### src/rtl/fifo_push_arbiter.sv
// fifo_push_arbiter: round-robin, burst-bounded sharing of the FIFO push port among NUM_REQ requesters.
// Define FIFO_ARB_AF_HOLD_EN to block every push while the FIFO reports almost-full.
module fifo_push_arbiter #(
  parameter int DATA_WIDTH = 32,
  parameter int NUM_REQ    = 4,
  parameter int MAX_BURST  = 4
) (
  input  logic                          clk_push,
  input  logic                          rst_n,
  input  logic [NUM_REQ-1:0]            req_valid,
  input  logic [NUM_REQ*DATA_WIDTH-1:0] req_data,
  output logic [NUM_REQ-1:0]            req_ready,
  output logic [$clog2(NUM_REQ)-1:0]    gnt_id,
  output logic                          push_req_n,
  output logic [DATA_WIDTH-1:0]         data_in,
  input  logic                          push_full,
  input  logic                          push_af,
  input  logic                          push_error,
  input  logic                          err_clr,
  output logic                          arb_err
);
  localparam int GW = $clog2(NUM_REQ);
  localparam int BW = $clog2(MAX_BURST + 1);
  localparam logic [BW-1:0] MAXB = BW'(MAX_BURST);
  typedef enum logic [1:0] {IDLE, BURST, STALL, ERROR} state_t;
  state_t state_q, state_d;
  logic [GW-1:0] gnt_q, gnt_d, last_q, last_d, pick, idx, src;
  logic [BW-1:0] burst_q, burst_d;
  logic push_req_n_q, push_req_n_d, room, acc, other;
  logic [DATA_WIDTH-1:0] data_q, data_d;
  logic [DATA_WIDTH-1:0] lane [NUM_REQ];
  for (genvar i = 0; i < NUM_REQ; i++) begin : g_lane
    assign lane[i] = req_data[i*DATA_WIDTH +: DATA_WIDTH];
  end
`ifdef FIFO_ARB_AF_HOLD_EN
  assign room = !push_full && !push_af;
`else
  // At almost-full a push is only allowed if the previous cycle did not push.
  assign room = !push_full && (push_req_n_q || !push_af);
`endif
  assign other      = |(req_valid & ~(NUM_REQ'(1) << gnt_q));
  assign gnt_id     = gnt_q;
  assign push_req_n = push_req_n_q;
  assign data_in    = data_q;
  assign arb_err    = state_q == ERROR;
  always_comb begin
    pick = last_q;
    idx  = '0;
    for (int k = NUM_REQ; k >= 1; k--) begin
      idx = GW'((int'(last_q) + k) % NUM_REQ);
      pick = req_valid[idx] ? idx : pick;
    end
  end
  always_ff @(posedge clk_push) begin
    if (!rst_n) begin
      state_q      <= IDLE;
      gnt_q        <= '0;
      last_q       <= GW'(NUM_REQ - 1);
      burst_q      <= '0;
      push_req_n_q <= 1'b1;
      data_q       <= '0;
    end else begin
      state_q      <= state_d;
      gnt_q        <= gnt_d;
      last_q       <= last_d;
      burst_q      <= burst_d;
      push_req_n_q <= push_req_n_d;
      data_q       <= data_d;
    end
  end
  always_comb begin
    state_d = state_q;
    gnt_d   = gnt_q;
    last_d  = last_q;
    burst_d = burst_q;
    if (push_error) state_d = ERROR;
    else case (state_q)
      IDLE: if (|req_valid) begin
        gnt_d   = pick;
        last_d  = pick;
        burst_d = acc ? BW'(1) : '0;
        state_d = acc ? BURST : STALL;
      end
      BURST: if (!req_valid[gnt_q]) state_d = IDLE;
      else if (acc) begin
        burst_d = (burst_q + BW'(1) == MAXB && !other) ? '0 : burst_q + BW'(1);
        state_d = (burst_q + BW'(1) == MAXB && other) ? IDLE : BURST;
      end else if (burst_q == MAXB) begin
        burst_d = other ? burst_q : '0;
        state_d = other ? IDLE : BURST;
      end else if (push_full) state_d = STALL;
      STALL: state_d = room ? BURST : STALL;
      default: state_d = err_clr ? IDLE : ERROR;
    endcase
  end
  always_comb begin
    req_ready = '0;
    if (rst_n && !push_error && room) begin
      if (state_q == IDLE && |req_valid) req_ready[pick] = 1'b1;
      if (state_q == BURST && burst_q < MAXB) req_ready[gnt_q] = 1'b1;
    end
    acc          = |(req_ready & req_valid);
    src          = state_q == IDLE ? pick : gnt_q;
    push_req_n_d = !acc;
    data_d       = acc ? lane[src] : data_q;
  end
endmodule

### config.mk
export PLATFORM = sky130hd
export DESIGN_NAME = fifo_push_arbiter
export DESIGN_NICKNAME = d
export VERILOG_FILES = /design/src/rtl/fifo_push_arbiter.sv
export SDC_FILE = /design/constraint.sdc
export NUM_CORES = 1
export LEC_CHECK = 0
export ABC_CLOCK_PERIOD_IN_PS = 1950
export CAP_MARGIN = 40
export CORE_ASPECT_RATIO = 0.75
export CORE_UTILIZATION = 34
export DETAILED_ROUTE_END_ITERATION = 10
export PLACE_DENSITY = 0.75
export SLEW_MARGIN = 20
export SYNTH_ARGS = -nofsm -noshare
export SYNTH_HDL_FRONTEND = slang
export SYNTH_SLANG_ARGS = --single-unit
export TNS_END_PERCENT = 10
### constraint.sdc
create_clock -name clk_push -period 1.95 [get_ports clk_push]
set_input_delay 0.195 -clock clk_push [delete_from_list [all_inputs] [get_ports clk_push]]
set_output_delay 0.195 -clock clk_push [all_outputs]
set_load 0.01 [all_outputs]
* Word level (Yosys, flattened, before mapping)
Index checks and enable logic that the tools add are counted.
** Storage, ports and cells
- Logic and storage cells :: 108
- Memory bits (read-only) :: 0
- Memories :: 0
- Output and inout port bits :: 40
- Register bits after elaboration :: 42
- Latch bits :: 0
- RAM bits :: 0
** Operators by class
- Multipliers :: 0
- Bitwise logic cells :: 6
- Shift operators :: 1
- Equal/unequal tests :: 11
- Add/subtract/negate cells :: 5
- Reductions and logical operators :: 23
- Magnitude comparators :: 10
- Multiplexer cells :: 46
- Divide/modulo/power cells :: 0
** Operators by type and width (count)
- 32-bit binary-select mux with 2-bit select :: 1
- 32-bit 2-to-1 mux :: 2
- 2-bit 2-to-1 mux :: 14
- 2-bit by 3-bit < comparator with 1-bit output, second input constant :: 6
- 3-bit 2-to-1 mux :: 6
- 4-bit 2-to-1 mux :: 4
- 4-bit OR reduction :: 3
- 1-bit binary-select mux with 2-bit select :: 5
- 1-bit 2-to-1 mux :: 10
- 1-bit logical AND :: 9
- 3-bit inequality test, second input constant :: 3
- 4-bit bitwise AND :: 2
- 3-bit equality test, second input constant :: 2
- 6-bit inequality test, second input constant :: 1
- 2-bit one-hot mux with 3 select lines :: 1
- 3-bit one-hot mux with 2 select lines :: 1
- 6-bit AND reduction :: 1
- 1-bit logical NOT :: 5
- 2-bit by 1-bit adder with 2-bit output, second input constant :: 2
- 2-bit adder, second input constant :: 2
- 1-bit demux with 2-bit select :: 2
- 2-bit equality test, second input constant :: 2
- 2-bit by 1-bit greater-or-equal comparator with 1-bit output, second input constant :: 2
- 2-bit inequality test, second input constant :: 2
- other kinds (14) :: 14

* Depth between registers and ports, before layout
- Depth after elaboration :: 22
- Depth in mapped cells :: 9
- Gate-level depth less buffers :: 7

* Worst setup path after synthesis
Ideal clock, no wire load.
- Kind :: flip-flop to flip-flop
- From :: register gnt_q[0], in the netlist gnt_id[0]
- To :: register data_q[21], in the netlist data_in[21]
- Data arrival time :: 2.031 ns
- Cell stages (with the launch flop) :: 7
- Slack :: -0.198 ns
- Path buffers :: 1
- Path through :: dfxtp_1 > mux4_2 > and3_1 > o21ai_1 > nand2_4 > buf_4 > a22o_1
** On the way
- Longest elaborated chain between the ends :: 9
- Elaborated cells on any way between the ends :: 15
- Those cells by class :: order compare: 2; mux: 8; bitwise: 3; reduce/logical: 2
** RTL lines
- from (decl) :: RTL line 27 : logic [GW-1:0] gnt_q, gnt_d, last_q, last_d, pick, idx, src;
- from (signal assigned) :: RTL line 64 : gnt_q <= gnt_d;
- 2-bit by 3-bit < comparator with 1-bit output (not written as such) / 2-bit by 1-bit greater-or-equal comparator with 1-bit output (equally long branches) :: RTL line 100 : if (state_q == BURST && burst_q < MAXB) req_ready[gnt_q] = 1'b1;
- 1-bit logical AND (not written as such) :: RTL line 100
- 1-bit 2-to-1 mux (not written as such) :: RTL line 100
- 1-bit demux with 2-bit select :: RTL line 100
- 4-bit bitwise OR (no line)
- 4-bit 2-to-1 mux :: RTL line 100
- 4-bit 2-to-1 mux :: RTL line 98 : if (rst_n && !push_error && room) begin
- 4-bit bitwise AND :: RTL line 102 : acc = |(req_ready & req_valid);
- 4-bit OR reduction :: RTL line 102
- to (signal assigned) :: RTL line 68 : data_q <= data_d;
- to (decl) :: RTL line 30 : logic [DATA_WIDTH-1:0] data_q, data_d;
Parallel ways exist; a longest one is shown, timed or not. The select of a mux whose other input is x is not followed.
A chain may end at the register's enable or synchronous reset.

* Worst setup path in the final report
- From :: register last_q[1]
- To :: register data_q[10], in the netlist data_in[10]
** On the way
- Longest elaborated chain between the ends :: 18
- Elaborated cells on any way between the ends :: 33
- Those cells by class :: add/sub: 4; order compare: 2; mux: 22; bitwise: 3; reduce/logical: 2
** RTL lines
- from (decl) :: RTL line 27
- from (signal assigned) :: RTL line 58 : last_q <= GW'(NUM_REQ - 1);
- from (signal assigned) :: RTL line 65 : last_q <= last_d;
- 2-bit by 1-bit adder with 2-bit output :: RTL line 50 : idx = GW'((int'(last_q) + k) % NUM_REQ);
- 1-bit binary-select mux with 2-bit select :: RTL line 51 : pick = req_valid[idx] ? idx : pick;
- 1-bit 2-to-1 mux (not written as such) :: RTL line 51
- 2-bit 2-to-1 mux (3 in series) :: RTL line 51
- 2-bit 2-to-1 mux (*) :: RTL line 51
- 2-bit by 3-bit < comparator with 1-bit output (not written as such) / 2-bit by 1-bit greater-or-equal comparator with 1-bit output (equally long branches) :: RTL line 99 : if (state_q == IDLE && |req_valid) req_ready[pick] = 1'b1;
- 1-bit logical AND (not written as such) :: RTL line 99
- 1-bit 2-to-1 mux (not written as such) :: RTL line 99
- 1-bit demux with 2-bit select :: RTL line 99
- 4-bit 2-to-1 mux :: RTL line 99
- 4-bit 2-to-1 mux :: RTL line 98
- 4-bit bitwise OR (no line)
- 4-bit 2-to-1 mux :: RTL line 100
- 4-bit 2-to-1 mux :: RTL line 98
- 4-bit bitwise AND :: RTL line 102
- 4-bit OR reduction :: RTL line 102
Mark *: on every way between the ends. The rest lies on a longest branch, timed or not. The select of a mux whose other input is x is not followed.

==> summary.txt <==
Placement
  • DP Worst Slack: -0.686 ns
  • Placement Cell Area: 0.00518 sq mm
  • Post-DP HPWL: 8730 um
  • Gpl congestion: 0.901
  • Port Buffer Count: 177

Worst hold path
  • Worst hold path type: reg -> reg

Yosys
  • Fraction of registers with async set or reset after synthesis: 0
  • Post-synth EDFFs: 0
  • Adder-Cell Fraction of Synth Area: 0.0130
  • Cell taking the most area after synthesis: dfxtp_1
  • Multiplexer area fraction after synthesis: 0.0147
  • Seq/Total Area, Yosys: 0.291
  • Mean Syn Cell Area: 7.66 sq um
  • Most instantiated cells after synthesis: nand2_1 (73), a21oi_1 (69), dfxtp_1 (42)
  • Post-synth top area share: 0.291
  • Synthesized net count: 518
  • Simple-gate share of the synthesized area: 0.182
  • Most area-consuming cells after synthesis: dfxtp_1 (29%), a21oi_1 (12%), a22o_1 (10%)
  • Primary FF master, synth: dfxtp_1
  • Yosys warns: 0
  • Synth Area in Compound Gates: 0.435
  • Count leader, synth: nand2_1
  • Synth Cell Area: 0.00289 sq mm
  • Main combinational cell family by area after synthesis: compound AO/OA/AOI/OAI gates
  • Post-Syn Instances: 377
  • Synth Area in XOR/XNOR: 0
  • Flop and latch count out of synthesis: 42
  • Yosys cell types: 57

GRT
  • First-pass GRT wire length: 17,100 um
  • Number of global-route vias before repair: 3,468
  • Global-route usage over all layers: 0.245
  • Initial antenna violation count: 0
  • Met1 Use GR: 0.313
  • Largest net degree at the start of global routing: 43
  • Grt met3 use: 0.0476
  • Gr busiest metal: met2
  • Total gr overflow: 0
  • Met2 Track Usage GR: 0.428

Route
  • Routed WL per cell: 16.5 um
  • First-pass DRT Iterations: 4
  • Drc violations: 0
  • Via density: 5.38
  • Vias: 3,752
  • Post-route ant nets: 0
  • Iter 0 DRT Violations: 268
  • Post-Route WL: 11,500 um

Layout
  • Area Overhead vs Synth: 89.4%
  • Layout fillers: 686
  • Fin area: 0.00547 sq mm
  • Layout cells sized above 1: 0.191
  • Antenna fix cells: 0
  • Nets@finish: 732
  • Utilization after layout: 0.679

Critical path
  • Setup crit end kind: flop
  • Critical path cell sequence: mux2i_1 -> nor2_2 -> or3_4 -> buf_6 -> o41ai_4 -> nor3_4 -> buf_12 -> buf_6 -> a22o_1
  • Cell mode on critical path: buf_6
  • Critical-path top delay cell: dfxtp_4
  • CP Launch Type: flop
  • WS Path Type: reg -> reg
  • Crit-path max cell delay: 0.37 ns
  • Worst endpoint data arrival time: 2.30 ns
  • CP max FO: 6
  • Worst path required time: 2.12 ns

STA
  • Clock period minus worst slack: 2.13 ns
  • Final worst clock skew: 0.00863 ns
  • Final period utilization: 1.09
  • Final setup viols: 40
  • Least-Margin Pin Slew: 0.450 ns
  • Final Hold Fails: 0
  • Setup Total Neg Slack: -5.46 ns
  • Count of pins over their slew limit: 0
  • Worst rel slew slack: 0.700
  • Slack of the critical path: -0.179 ns
  • RSZ-0062 raised after global routing: true
  • Max Fclk: 470 MHz

Run status
  • Status: finished, violations left
  • Failing checks: negative setup slack

CTS
  • Root buf cell: clkbuf_16
  • Clk buf depth: 2
  • Clk_lat worst skew: 0.29 ns
  • CTS sink cnt: 42
  • Worst-path clk slew: 0.07 ns
  • TritonCTS clock tree: done
  • CTS hold repair buffers: 0
  • TritonCTS Buffers: 5
  • H-Tree Depth: 2

Die
  • Starting Density: 0.358
  • # rows: 28
  • DIE WIDTH: 108 um
  • Core area: 0.00806 sq mm
  • Die Height: 81.8 um
  • I/O Pins: 178
  • Die Area: 0.00887 sq mm

Power and ir drop
  • Leak: 2.27 nW
  • Peak supply drop: 0.385 mV
  • PwrDens: 663 mW/mm^2

Flow run
  • Max_cap viols: 0
layout by cell type (no fill, tap or decap), types with 2 or more instances in the layout:
master,count
buf_6,8
nor2b_1,3
clkbuf_16,5
nand4_1,3
dfxtp_1,38
a211oi_1,3
a21oi_2,5
nor3_1,2
o21ai_0,4
o41ai_4,2
buf_4,45
mux2i_1,2
nor2_1,11
nand3_1,2
buf_2,5
inv_1,8
nand2_4,2
nand2_1,71
or3_4,2
dfxtp_2,2
a21oi_1,64
nand2b_1,4
dfxtp_4,2
o21ai_1,2
o31ai_2,3
a221oi_2,2
a32oi_1,2
a22oi_1,35
buf_12,6
a22o_1,33
ha_1,3
and3_4,2
inv_2,3
dlygate4sd2_1,4
clkdlybuf4s50_1,169
through the flow:
step	hold slack [ns]	cells	total power, mW
5_1_grt	0.494	697	3.81
3_3_place_gp	0.459	682	2.61
6_report	0.478	697	3.63
3_5_place_dp	0.463	682	2.63
4_1_cts	0.481	696	3.62
2_1_floorplan	0.256	377	1.89
critical path, delay by kind of cell (launching register included):
family,cells,cell delay (ns)
simple gates,3,0.50
flops,1,0.37
compound gates,2,0.52
buf+inv,3,0.42
mux,1,0.21
sequential cells by signal (all words and copies together), names as in the netlist:
signal / cells
data_in: 32
burst_q: 3
gnt_id: 2
last_q: 2
state_q: 2
push_req_n: 1
cell type report:
class / count / area (sq um) / area share
timing repair buffer: 237 / 2300 / 0.420
clock buffer: 5 / 125 / 0.0229
multi-input combinational: 293 / 1970 / 0.360
tap: 105 / 131 / 0.0240
clock inverter: 3 / 43.8 / 0.00801
sequential: 42 / 851 / 0.156
inverter: 12 / 47.5 / 0.00869
layer usage:
metal  vias to the layer above  wire length (um)
met5                         -                 0
met4                         0               153
met3                        15               830
met2                       140              5490
met1                      1762              5050
li1                       1835                 -
final timing paths:
path | startpoint | to | slack, ns | depth (start not counted)
setup / recovery | last_q[1] | data_in[10] | -0.18 | 9
hold / removal | data_in[29] | data_in[29] | 0.48 | 1
setup reg to reg | last_q[1] | data_in[10] | -0.18 | 9
hold reg to reg | data_in[29] | data_in[29] | 0.48 | 1
repair_timing:
action | 4_1_cts | 5_1_grt
setup endpoints to repair | 41 | 41
endpoints found under the hold margin | 0 | 0
pin swaps | 7 | 4
gates resized for setup | 34 | 8
setup buffers | 3 | 1
gates cloned | 3 | 0
power breakdown:
group | internal, mW | total (mW) | switching (mW)
Combinational | 0.895 | 1.69 | 0.796
Clock | 0.606 | 0.961 | 0.354
Sequential | 0.931 | 0.977 | 0.0467
Total | 2.43 | 3.63 | 1.20
cells by family (layout without fill, tap and decap cells):
group	after synthesis	after routing
adder cells (fa/ha/maj)	3	3
buffers and inverters	42	257
AO/OA/AOI/OAI	172	172
AND/OR/NAND/NOR	115	115
multiplexers	3	3
flip-flops	42	42
No activity file was read; power rests on OpenSTA's default activity.
